==> src/rtl/conv_mult_sched.sv <==
// conv_mult_sched: schedules the CONV multiplier array for one layer pass.
// For each output pixel it walks every output-channel group (og, outer) and
// every input-channel group (ig, inner), issuing one weight read per op,
// enabling the multiplier array one cycle later and emitting accumulator
// tags aligned with the array's registered output.
//
// Optional feature macro: CONV_MULT_SCHED_PERF_EN (adds perf_busy_cyc and
// perf_stall_cyc counters).
//
// Ports:
//   clk, rst (async, active-high)
//   start, cfg_num_ig, cfg_num_og, cfg_num_pix : pass control/configuration
//   busy, done                                  : pass status
//   win_valid / win_pop, fm_grp_sel             : line buffer handshake/select
//   w_rd_en, w_addr                             : weight memory read (1-cycle latency)
//   mult_array_en                               : multiplier array enable
//   acc_stall                                   : accumulator backpressure (gates issue only)
//   tag_valid, acc_first, acc_last, acc_og, acc_pix_last : accumulator tags
//   perf_busy_cyc, perf_stall_cyc               : only with CONV_MULT_SCHED_PERF_EN
module conv_mult_sched #(
    parameter int PIPELINE_STAGE = 1,
    parameter int IG_W           = 8,
    parameter int OG_W           = 8,
    parameter int PIX_W          = 16,
    parameter int ADDR_W         = 16
) (
    input  logic              clk,
    input  logic              rst,
    input  logic              start,
    input  logic [IG_W-1:0]   cfg_num_ig,
    input  logic [OG_W-1:0]   cfg_num_og,
    input  logic [PIX_W-1:0]  cfg_num_pix,
    output logic              busy,
    output logic              done,
    input  logic              win_valid,
    output logic              win_pop,
    output logic [IG_W-1:0]   fm_grp_sel,
    output logic              w_rd_en,
    output logic [ADDR_W-1:0] w_addr,
    output logic              mult_array_en,
    input  logic              acc_stall,
    output logic              tag_valid,
    output logic              acc_first,
    output logic              acc_last,
    output logic [OG_W-1:0]   acc_og,
    output logic              acc_pix_last
`ifdef CONV_MULT_SCHED_PERF_EN
    ,
    output logic [31:0]       perf_busy_cyc,
    output logic [31:0]       perf_stall_cyc
`endif
);

    localparam logic [1:0] S_IDLE  = 2'd0;
    localparam logic [1:0] S_RUN   = 2'd1;
    localparam logic [1:0] S_DRAIN = 2'd2;
    localparam logic [1:0] S_DONE  = 2'd3;

    // Tag pipe: stage 0 is visible at t+1, stage PIPELINE_STAGE at t+1+PIPELINE_STAGE.
    localparam int DEPTH = PIPELINE_STAGE + 1;
    localparam int TAG_W = OG_W + 3;
    localparam int DC_W  = $clog2(PIPELINE_STAGE + 1);

    logic [1:0]        r_state;
    logic [IG_W-1:0]   r_num_ig;
    logic [OG_W-1:0]   r_num_og;
    logic [PIX_W-1:0]  r_num_pix;
    logic [IG_W-1:0]   r_ig;
    logic [OG_W-1:0]   r_og;
    logic [PIX_W-1:0]  r_pix;
    logic [ADDR_W-1:0] r_op;
    logic [DC_W-1:0]   r_drain_cnt;
    logic              r_mult_en;
    logic [IG_W-1:0]   r_fm_sel;
    logic              r_win_pop;
    logic              r_tag_vld [DEPTH];
    logic [TAG_W-1:0]  r_tag_dat [DEPTH];

    logic w_issue;
    logic w_ig_wrap;
    logic w_og_wrap;
    logic w_pix_last;
    logic w_cfg_zero;
    logic [TAG_W-1:0] w_tag_new;

    assign w_issue    = (r_state == S_RUN) && win_valid && !acc_stall;
    assign w_ig_wrap  = (r_ig  == (r_num_ig  - IG_W'(1)));
    assign w_og_wrap  = (r_og  == (r_num_og  - OG_W'(1)));
    assign w_pix_last = (r_pix == (r_num_pix - PIX_W'(1)));
    assign w_cfg_zero = (cfg_num_ig == {IG_W{1'b0}}) || (cfg_num_og == {OG_W{1'b0}})
                     || (cfg_num_pix == {PIX_W{1'b0}});
    // Tag layout: {first, last, pix_last, og}; zeroed on bubble cycles.
    assign w_tag_new  = w_issue ? {(r_ig == {IG_W{1'b0}}), w_ig_wrap, w_pix_last, r_og}
                                : {TAG_W{1'b0}};

    // Pass FSM and configuration latch.
    always_ff @(posedge clk or posedge rst) begin
        if (rst) begin
            r_state     <= S_IDLE;
            r_num_ig    <= {IG_W{1'b0}};
            r_num_og    <= {OG_W{1'b0}};
            r_num_pix   <= {PIX_W{1'b0}};
            r_drain_cnt <= {DC_W{1'b0}};
        end else begin
            case (r_state)
                S_IDLE: begin
                    if (start) begin
                        r_num_ig  <= cfg_num_ig;
                        r_num_og  <= cfg_num_og;
                        r_num_pix <= cfg_num_pix;
                        r_state   <= w_cfg_zero ? S_DONE : S_RUN;
                    end
                end
                S_RUN: begin
                    if (w_issue && w_ig_wrap && w_og_wrap && w_pix_last) begin
                        r_state     <= S_DRAIN;
                        r_drain_cnt <= DC_W'(PIPELINE_STAGE);
                    end
                end
                S_DRAIN: begin
                    // Holds PIPELINE_STAGE+1 cycles: last tag leaves the pipe before DONE.
                    if (r_drain_cnt == {DC_W{1'b0}}) begin
                        r_state <= S_DONE;
                    end else begin
                        r_drain_cnt <= r_drain_cnt - DC_W'(1);
                    end
                end
                S_DONE:  r_state <= S_IDLE;
                default: r_state <= S_IDLE;
            endcase
        end
    end

    // Loop counters: ig inner, og outer, op = og*num_ig + ig, pixel count.
    always_ff @(posedge clk or posedge rst) begin
        if (rst) begin
            r_ig  <= {IG_W{1'b0}};
            r_og  <= {OG_W{1'b0}};
            r_pix <= {PIX_W{1'b0}};
            r_op  <= {ADDR_W{1'b0}};
        end else if ((r_state == S_IDLE) && start) begin
            r_ig  <= {IG_W{1'b0}};
            r_og  <= {OG_W{1'b0}};
            r_pix <= {PIX_W{1'b0}};
            r_op  <= {ADDR_W{1'b0}};
        end else if (w_issue) begin
            if (w_ig_wrap) begin
                r_ig <= {IG_W{1'b0}};
                if (w_og_wrap) begin
                    r_og  <= {OG_W{1'b0}};
                    r_op  <= {ADDR_W{1'b0}};
                    r_pix <= r_pix + PIX_W'(1);
                end else begin
                    r_og <= r_og + OG_W'(1);
                    r_op <= r_op + ADDR_W'(1);
                end
            end else begin
                r_ig <= r_ig + IG_W'(1);
                r_op <= r_op + ADDR_W'(1);
            end
        end
    end

    // Multiply-cycle controls, one cycle behind the weight read.
    always_ff @(posedge clk or posedge rst) begin
        if (rst) begin
            r_mult_en <= 1'b0;
            r_fm_sel  <= {IG_W{1'b0}};
            r_win_pop <= 1'b0;
        end else begin
            r_mult_en <= w_issue;
            // Pop alongside the pixel's last multiply so the window is still valid for it.
            r_win_pop <= w_issue && w_ig_wrap && w_og_wrap;
            if (w_issue) begin
                r_fm_sel <= r_ig;
            end
        end
    end

    // Free-running tag shift register; never stalls, so tags cannot reorder.
    always_ff @(posedge clk or posedge rst) begin
        if (rst) begin
            for (int i = 0; i < DEPTH; i++) begin
                r_tag_vld[i] <= 1'b0;
                r_tag_dat[i] <= {TAG_W{1'b0}};
            end
        end else begin
            r_tag_vld[0] <= w_issue;
            r_tag_dat[0] <= w_tag_new;
            for (int i = 1; i < DEPTH; i++) begin
                r_tag_vld[i] <= r_tag_vld[i-1];
                r_tag_dat[i] <= r_tag_dat[i-1];
            end
        end
    end

`ifdef CONV_MULT_SCHED_PERF_EN
    logic [31:0] r_perf_busy;
    logic [31:0] r_perf_stall;

    // Performance counters: cleared on an accepted start, hold after the pass.
    always_ff @(posedge clk or posedge rst) begin
        if (rst) begin
            r_perf_busy  <= 32'd0;
            r_perf_stall <= 32'd0;
        end else if ((r_state == S_IDLE) && start) begin
            r_perf_busy  <= 32'd0;
            r_perf_stall <= 32'd0;
        end else begin
            if (r_state != S_IDLE) begin
                r_perf_busy <= r_perf_busy + 32'd1;
            end
            if ((r_state == S_RUN) && !w_issue) begin
                r_perf_stall <= r_perf_stall + 32'd1;
            end
        end
    end

    assign perf_busy_cyc  = r_perf_busy;
    assign perf_stall_cyc = r_perf_stall;
`endif

    assign busy          = (r_state != S_IDLE);
    assign done          = (r_state == S_DONE);
    assign w_rd_en       = w_issue;
    assign w_addr        = r_op;
    assign mult_array_en = r_mult_en;
    assign fm_grp_sel    = r_fm_sel;
    assign win_pop       = r_win_pop;
    assign tag_valid     = r_tag_vld[DEPTH-1];
    assign acc_first     = r_tag_dat[DEPTH-1][TAG_W-1];
    assign acc_last      = r_tag_dat[DEPTH-1][TAG_W-2];
    assign acc_pix_last  = r_tag_dat[DEPTH-1][TAG_W-3];
    assign acc_og        = r_tag_dat[DEPTH-1][OG_W-1:0];

endmodule

==> config.mk <==
export PLATFORM = sky130hd
export DESIGN_NAME = conv_mult_sched
export DESIGN_NICKNAME = d
export VERILOG_FILES = /design/src/rtl/conv_mult_sched.sv
export SDC_FILE = /design/constraint.sdc
export NUM_CORES = 1
export LEC_CHECK = 0
export ABC_CLOCK_PERIOD_IN_PS = 5500
export CAP_MARGIN = 10
export CORE_MARGIN = 5
export CORE_UTILIZATION = 50
export CTS_CLUSTER_SIZE = 8
export DETAILED_ROUTE_END_ITERATION = 8
export MAX_ROUTING_LAYER = met4
export PLACE_DENSITY = 0.73
export SETUP_SLACK_MARGIN = 0.1
export SYNTH_ARGS = -nofsm -noshare
export SYNTH_HDL_FRONTEND = slang
export SYNTH_SLANG_ARGS = --single-unit
==> constraint.sdc <==
create_clock -name clk -period 5.5 [get_ports clk]
set_clock_uncertainty 0.15 [all_clocks]
set_input_delay 1.375 -clock clk [delete_from_list [all_inputs] [get_ports clk]]
set_output_delay 1.375 -clock clk [all_outputs]
set_load 0.02 [all_outputs]
# After elaboration in Yosys (flattened, before gate mapping)
# Cells that the tools add are included.
# totals
ff_bits,116
wordCells,80
inputBits,37
# op_classes
muxes,24
n_eq_ne,9
add_sub_neg,8
reduce_logical,24
# ops
operator,count
16-bit two-way mux,8
8-bit two-way mux,7
"16-bit by 1-bit adder with 16-bit output, second input constant",2
8-bit zero test,3
"8-bit by 1-bit adder with 8-bit output, second input constant",2
16-bit equality test,1
8-bit equality test,2
16-bit zero test,1
"16-bit by 1-bit subtractor with 16-bit output, second input constant",1
"8-bit by 1-bit subtractor with 8-bit output, second input constant",2
11-bit two-way mux,1
2-bit nonzero test,5
2-bit two-way mux,4
2-bit case mux with 4 select lines,1
1-bit logical AND,6
2-bit AND reduction,3
3-bit AND reduction,2
"2-bit equality test, second input constant",2
"2-bit inequality test, second input constant",2
"2-bit by 1-bit equality test with 1-bit output, second input constant",1
2-bit zero test,1
1-bit logical OR,2
1-bit two-way mux,2
"2-bit by 1-bit inequality test with 1-bit output, second input constant",1
other kinds (3),3

# Depth between registers and ports, before layout
# Gate-level depths: netlist of the first run.
# depth
ltp_word,8
ltp_mapped,14
depth_no_buf,10

# Least setup slack after synthesis of the first run
# OpenSTA, ideal clock, no wires.
# synth_path
path_kind,input-to-output
startpoint,input acc_stall
endpoint,output w_rd_en
arrival_time_ns,2.278
setup_slack_ns,1.697
cell_stages,4
t_required_ns,3.975
path_cell_list,nand3b_1 inv_1 clkbuf_1 clkbuf_1
# synth_via
elab_chain_cells,2
# synth_lines
element,line,text
start: declaration,41,"input logic acc_stall,"
1-bit zero test,86,assign w_issue = (r_state == S_RUN) && win_valid && !acc_stall;
1-bit logical AND,86,
end: declaration,38,"output logic w_rd_en,"
# Every way passes these cells.

# Final worst setup path of the first run
# Same ends and word-level chain as after synthesis.

==> results.md, run 1 <==
- Final instance area: 0.00757 sq mm
- Residual DRC count: 0
- First-pass GRT wire length: 23200 microns
- Crit path launch type: input pin
- Congestion Overflow GR: 0
- Main combinational cell family by area after synthesis: simple AND/OR/NAND/NOR gates
- Vias per Instance: 5.62
- Cells along the critical path: clkdlybuf4s50_1 -> nand3b_1 -> inv_1 -> clkdlybuf4s50_1
- Layout area overhead: 23.8%
- Pin count of the biggest net entering global routing: 94
- Fmax: 0.232 GHz
- Critical path type: input pin to output port
- Net Count, Synth: 718
- Die W: 121 microns
- Final hold vios: 0
- Uppermost routed layer: met4
- Largest stage delay, worst path: 0.63 ns
- LEAKAGE: 3.33 nW
- Share of cells above drive strength 1: 6.90%
- Max-cap viol count: 0
- Placed cell areas: 0.00691 sq mm
- Crit-path slowest cell: clkdlybuf4s50_1
- Initial DRT Pass Iterations: 4
- RSZ-0062 raised after global routing: no
- Hold wc startpoint: r_tag_dat[21]
- CP delay by family, top: buffers and inverters
- Reg2reg end: r_state[0]
- Hold Crit Depth: 0
- Hold Buf Count CTS: 0
- Final setup fails: 0
- Met3 routed WL: 620 microns
- Starting Density: 50.9%
- CTS Buffer Depth: 2
- CP bufs+invs: 3
- DIE AREA: 0.0146 sq mm
- CTS sink count: 116
- Max Slew Vio Count: 0
- Cell Pwr Density: 445 mW/mm^2
- Final HPWL DP: 9660 microns
- Avg WL per Cell: 15.4 microns
- Status: completed
- Cell mode on critical path: clkdlybuf4s50_1
- Worst vdd ir: 0.354 mV
- Post-route setup TNS: 0 ns
- ANT cells: 0
- Compound-Gate Fraction of Synth Area: 11.7%
- Setup slack, reg-to-reg: 2.02 ns
- #FFs+latches synth: 116
- Post-synth EDFFs: 0
- Library cells used by synthesis: 58
- Xor/xnor share of the synthesized area: 7.30%
- Fin nets: 777
- Mapped Area: 0.00612 sq mm
- Async set or reset register ratio after synthesis: 100%
- Vias in the first global route: 4991
- Clock period minus worst slack: 4.31 ns
- Met2 routed WL: 7020 microns
- Clock root buffer: clkbuf_16
- Placer Congestion: 0.910
- PortBufs: 77
- Worst r2r src: r_num_pix[0]
- Area share of fa/ha/maj cells after synthesis: 2.66%
- Syn Inst Count: 668
- Top post-synthesis cells by area: dfrtp_1, nand2_1, xnor2_1
- Synth Flop Type: dfrtp_1
- Arrival @ worst endpoint: 2.78 ns
- Synth top area share: 47.4%
- Headroom to the max-slew limit: 30.9%
- Tcrit/Tclk final: 78.3%
- PostCTS Resize Cnt: 0
- Min-delay worst type: register to register
- DRT met1 WL: 5830 microns
- Utilization after layout: 63.1%
- Sequential fraction of the synthesis area: 47.4%
- Final WL: 13700 microns
- Die H: 121 microns
- Synth warn: 0
- Gr usage total: 20.4%
- Detailed-route via count: 4978
- Area leader, netlist: dfrtp_1
- Post-CTS Setup Inserts: 0
- Clk_lat worst skew: 0.41 ns
- Crit path max fanout: 2
- Worst setup margin: 1.19 ns
- WP data required: 3.97 ns
- Syn avg cell area: 9.16 sq um
- Row cnt: 40
- Post-Synth Simple-Gate Area: 25.1%
- CTS clk-pin slew, worst paths: 0.05 ns
- Mux contribution to synthesized area: 1.49%
- Initial antenna violation count: 0
- Worst Reg2Reg Path Length in Cells: 10
- Slew of the pin with the lowest slew margin: 1.03 ns
- Worst Hold Endpoint: acc_first
- Post-Place Setup Slack: 1.14 ns
- CTS Buf Count: 17
- ANT nets after route: 0
- DR iter-0 viols: 387
- Crit end category: output port
- CTS tree: yes
- Core Area: 0.0120 sq mm
- Crit path launch: acc_stall
- H-tree levels: 4
- Num ports: 78
## cells by family after synthesis
group | count (synthesis)
buffers and inverters | 60
XOR/XNOR | 51
AO/OA/AOI/OAI | 107
flip-flops | 116
AND/OR/NAND/NOR | 312
multiplexers | 9
adder cells (fa/ha/maj) | 13
## synthesized netlist by cell type (16+ instances only)
master    number
xor2_1        19
inv_1         17
a21oi_1       23
nand2_1      142
xnor2_1       32
clkbuf_1      27
a31oi_1       16
nor4_1        19
dfrtp_1      116
nor2_1        29
o21ai_0       28
nand3_1       23
## sequential cells by signal (all words and copies together), names as in the netlist, 2 cells and up
register / flops
r_ig: 8
acc_og: 8
r_num_og: 8
r_num_pix: 16
fm_grp_sel: 8
r_pix: 16
r_num_ig: 8
w_addr: 16
r_og: 8
r_tag_dat: 11
r_state: 2
## report_power, final
part,leakage [nW],switching [mW],internal (mW)
Sequential,1.56,0.188,1.00
Clock,0.301,0.385,0.779
Combinational,1.46,0.570,0.441
## cells in the final DEF, fill, tap and decap left out, drive strengths merged, types with 14 or more instances in the layout
cell / n
a21oi: 24
a31oi: 16
clkbuf: 19
clkdlybuf4s50: 77
dfrtp: 116
inv: 18
nand2: 142
nand2b: 14
nand3: 24
nor2: 29
nor3: 14
nor4: 20
o21ai: 29
xnor2: 32
xor2: 19
## layer usage
metal | vias up | global-route usage [%]
met3 | 16 | 4.54
met4 | 0 | 8.78
met5 | - | -
li1 | 2454 | -
met2 | 122 | 34.4
met1 | 2386 | 23.6
## area by class of cell
type	count	area [sq um]
clock inverters	12	179
clock buffers	19	453
repair buffers	83	836
fillers	998	4440
multi-input cells	492	2950
well taps	147	184
flip-flops and latches	116	2900
inverters	17	66.3
## per-stage QoR
stage,hold WS [ns],power [mW],cells
after floorplan,0.181,1.94,668
after global routing,0.198,3.59,886
final,0.194,3.37,886
after CTS,0.197,3.39,885
after detailed placement,0.185,2.21,854
after global placement,0.182,2.17,854
## worst max path at each step
stage                       to  slack (ns)  cells past startpoint
CTS                    w_rd_en        1.17                      4
global route           w_rd_en        1.15                      4
finish                 w_rd_en        1.19                      4
detailed placement  r_state[0]        1.14                     10
floorplan            acc_first        0.90                      1
global placement       w_rd_en        1.17                      4
Note: power is estimated with default switching activity, not from simulation.
==> inputs of run 2 (changes only) <==
ABC_CLOCK_PERIOD_IN_PS = 4500   (was 5500)
clock period = 4.5 ns   (was 5.5 ns; I/O delays follow)
==> results.md, run 2 (synthesized netlist as in run 1, its figures left out) <==
- Fmax: 0.251 GHz
- Most frequent cells in the layout: nand2_1, dfrtp_1, clkdlybuf4s50_1
- CTS Buf Count: 17
- RSZ-0062 raised after global routing: no
- Crit end category: output port
- Worst Reg2Reg Path Length in Cells: 10
- Initial antenna violation count: 0
- Cell Pwr Density: 537 mW/mm^2
- Met2 usage: 34.6%
- Die H: 121 microns
- CTS clk-pin slew, worst paths: 0.05 ns
- PortBufs: 77
- Multi-input logic area: 0.00295 sq mm
- WP data required: 3.22 ns
- Gr usage total: 20.7%
- Row cnt: 40
- Min-delay worst type: register to register
- Dpl cells: 854
- Crit path launch type: input pin
- Final setup fails: 0
- Cells along the critical path: clkdlybuf4s50_1 -> nand3b_1 -> inv_1 -> clkdlybuf4s50_1
- Status: completed
- GR Util met3: 5.10%
- CTS Buffer Depth: 2
- Slew of the pin with the lowest slew margin: 1.09 ns
- Tcrit/Tclk final: 88.5%
- Placer Congestion: 0.920
- Vias in the first global route: 4992
- CP bufs+invs: 3
- Hold Crit Depth: 0
- Seq. cell area: 0.00290 sq mm
- Initial DRT Pass Iterations: 5
- Commonest non-fill, non-tap cell in the layout: nand2_1
- DR iter-0 viols: 314
- Crit path max fanout: 6
- Avg WL per Cell: 15.6 microns
- Post-route non-filler standard cell count: 886
- Cell mode on critical path: clkdlybuf4s50_1
- CTS sink count: 116
- First-pass GRT wire length: 23600 microns
- DIE AREA: 0.0146 sq mm
- Headroom to the max-slew limit: 26.8%
- Fin nets: 776
- Final WL: 13800 microns
- Die W: 121 microns
- Clock period minus worst slack: 3.98 ns
- Crit-path slowest cell: clkdlybuf4s50_1
- ANT cells: 0
- Routing usage on met1: 24.2%
- Vias per Instance: 5.68
- Final HPWL DP: 9840 microns
- Clock root buffer: clkbuf_16
- Num ports: 78
- Max Slew Vio Count: 0
- Stages on the worst setup path: 4
- Core Area: 0.0120 sq mm
- Starting Density: 50.9%
- Congestion Overflow GR: 0
- Share of cells above drive strength 1: 6.90%
- Residual DRC count: 0
- Pin count of the biggest net entering global routing: 72
- LEAKAGE: 3.31 nW
- Critical path type: input pin to output port
- Post-CTS Setup Inserts: 0
- GRT busiest layer: met2
- Hold Buf Count CTS: 0
- Fill cells: 1015
- Clk_lat worst skew: 0.41 ns
- Layout area overhead: 23.0%
- Max-cap viol count: 0
- Final hold vios: 0
- Largest stage delay, worst path: 0.62 ns
- CP delay by family, top: buffers and inverters
- Worst vdd ir: 0.287 mV
- Arrival @ worst endpoint: 2.71 ns
- Post-route setup TNS: 0 ns
- ANT nets after route: 0
- PostCTS Resize Cnt: 0
- Detailed-route via count: 5036
- CTS tree: yes
- H-tree levels: 4
## run 2: changes by cell type in the layout (fill, tap and decap cells not counted), sizes merged
cell | previous run | this run
clkinv | 4 | 6
buf | 6 | 5
bufinv | 4 | 2
inv | 18 | 20
clkinvlp | 3 | 2
## run 2: final timing paths
check / startpoint / endpoint / slack, ns
max reg2reg: r_num_pix[0] / r_state[1] / 1.14
min in group asynchronous: rst / acc_og[6] / 0.98
max in group asynchronous: rst / r_state[1] / 2.45
max: acc_stall / w_rd_en / 0.52
min reg2reg: r_tag_dat[12] / acc_og[1] / 0.19
min: r_tag_dat[12] / acc_og[1] / 0.19
## run 2: cell type report
class | count | share of cell area, %
sequential | 116 | 38.6
tap | 147 | 2.44
multi-input combinational | 492 | 39.2
clock buffer | 19 | 6.02
clock inverter | 13 | 1.99
timing repair buffer | 82 | 10.9
inverter | 17 | 0.881
## run 2: through the flow
stage	setup WS, ns	total power, mW	hold WS, ns	util [%]	area (sq um)
final	0.518	4.04	0.193	62.7	7530
after global routing	0.445	4.31	0.204	62.7	7530
after CTS	0.502	4.07	0.195	62.7	7530
after detailed placement	0.425	2.71	0.186	57.7	6930
after global placement	0.502	2.66	0.183	57.7	6930
after floorplan	0.153	2.37	0.181	-	6120
## run 2: routing by layer
layer	up-vias	wire length [microns]
li1	2446	-
met1	2460	6010
met2	110	6890
met3	20	607
met4	0	272
met5	-	0
## run 2: report_power, final
part	internal, mW	switching [mW]
Clock	0.851	0.493
Combinational	0.538	0.695
Sequential	1.22	0.239
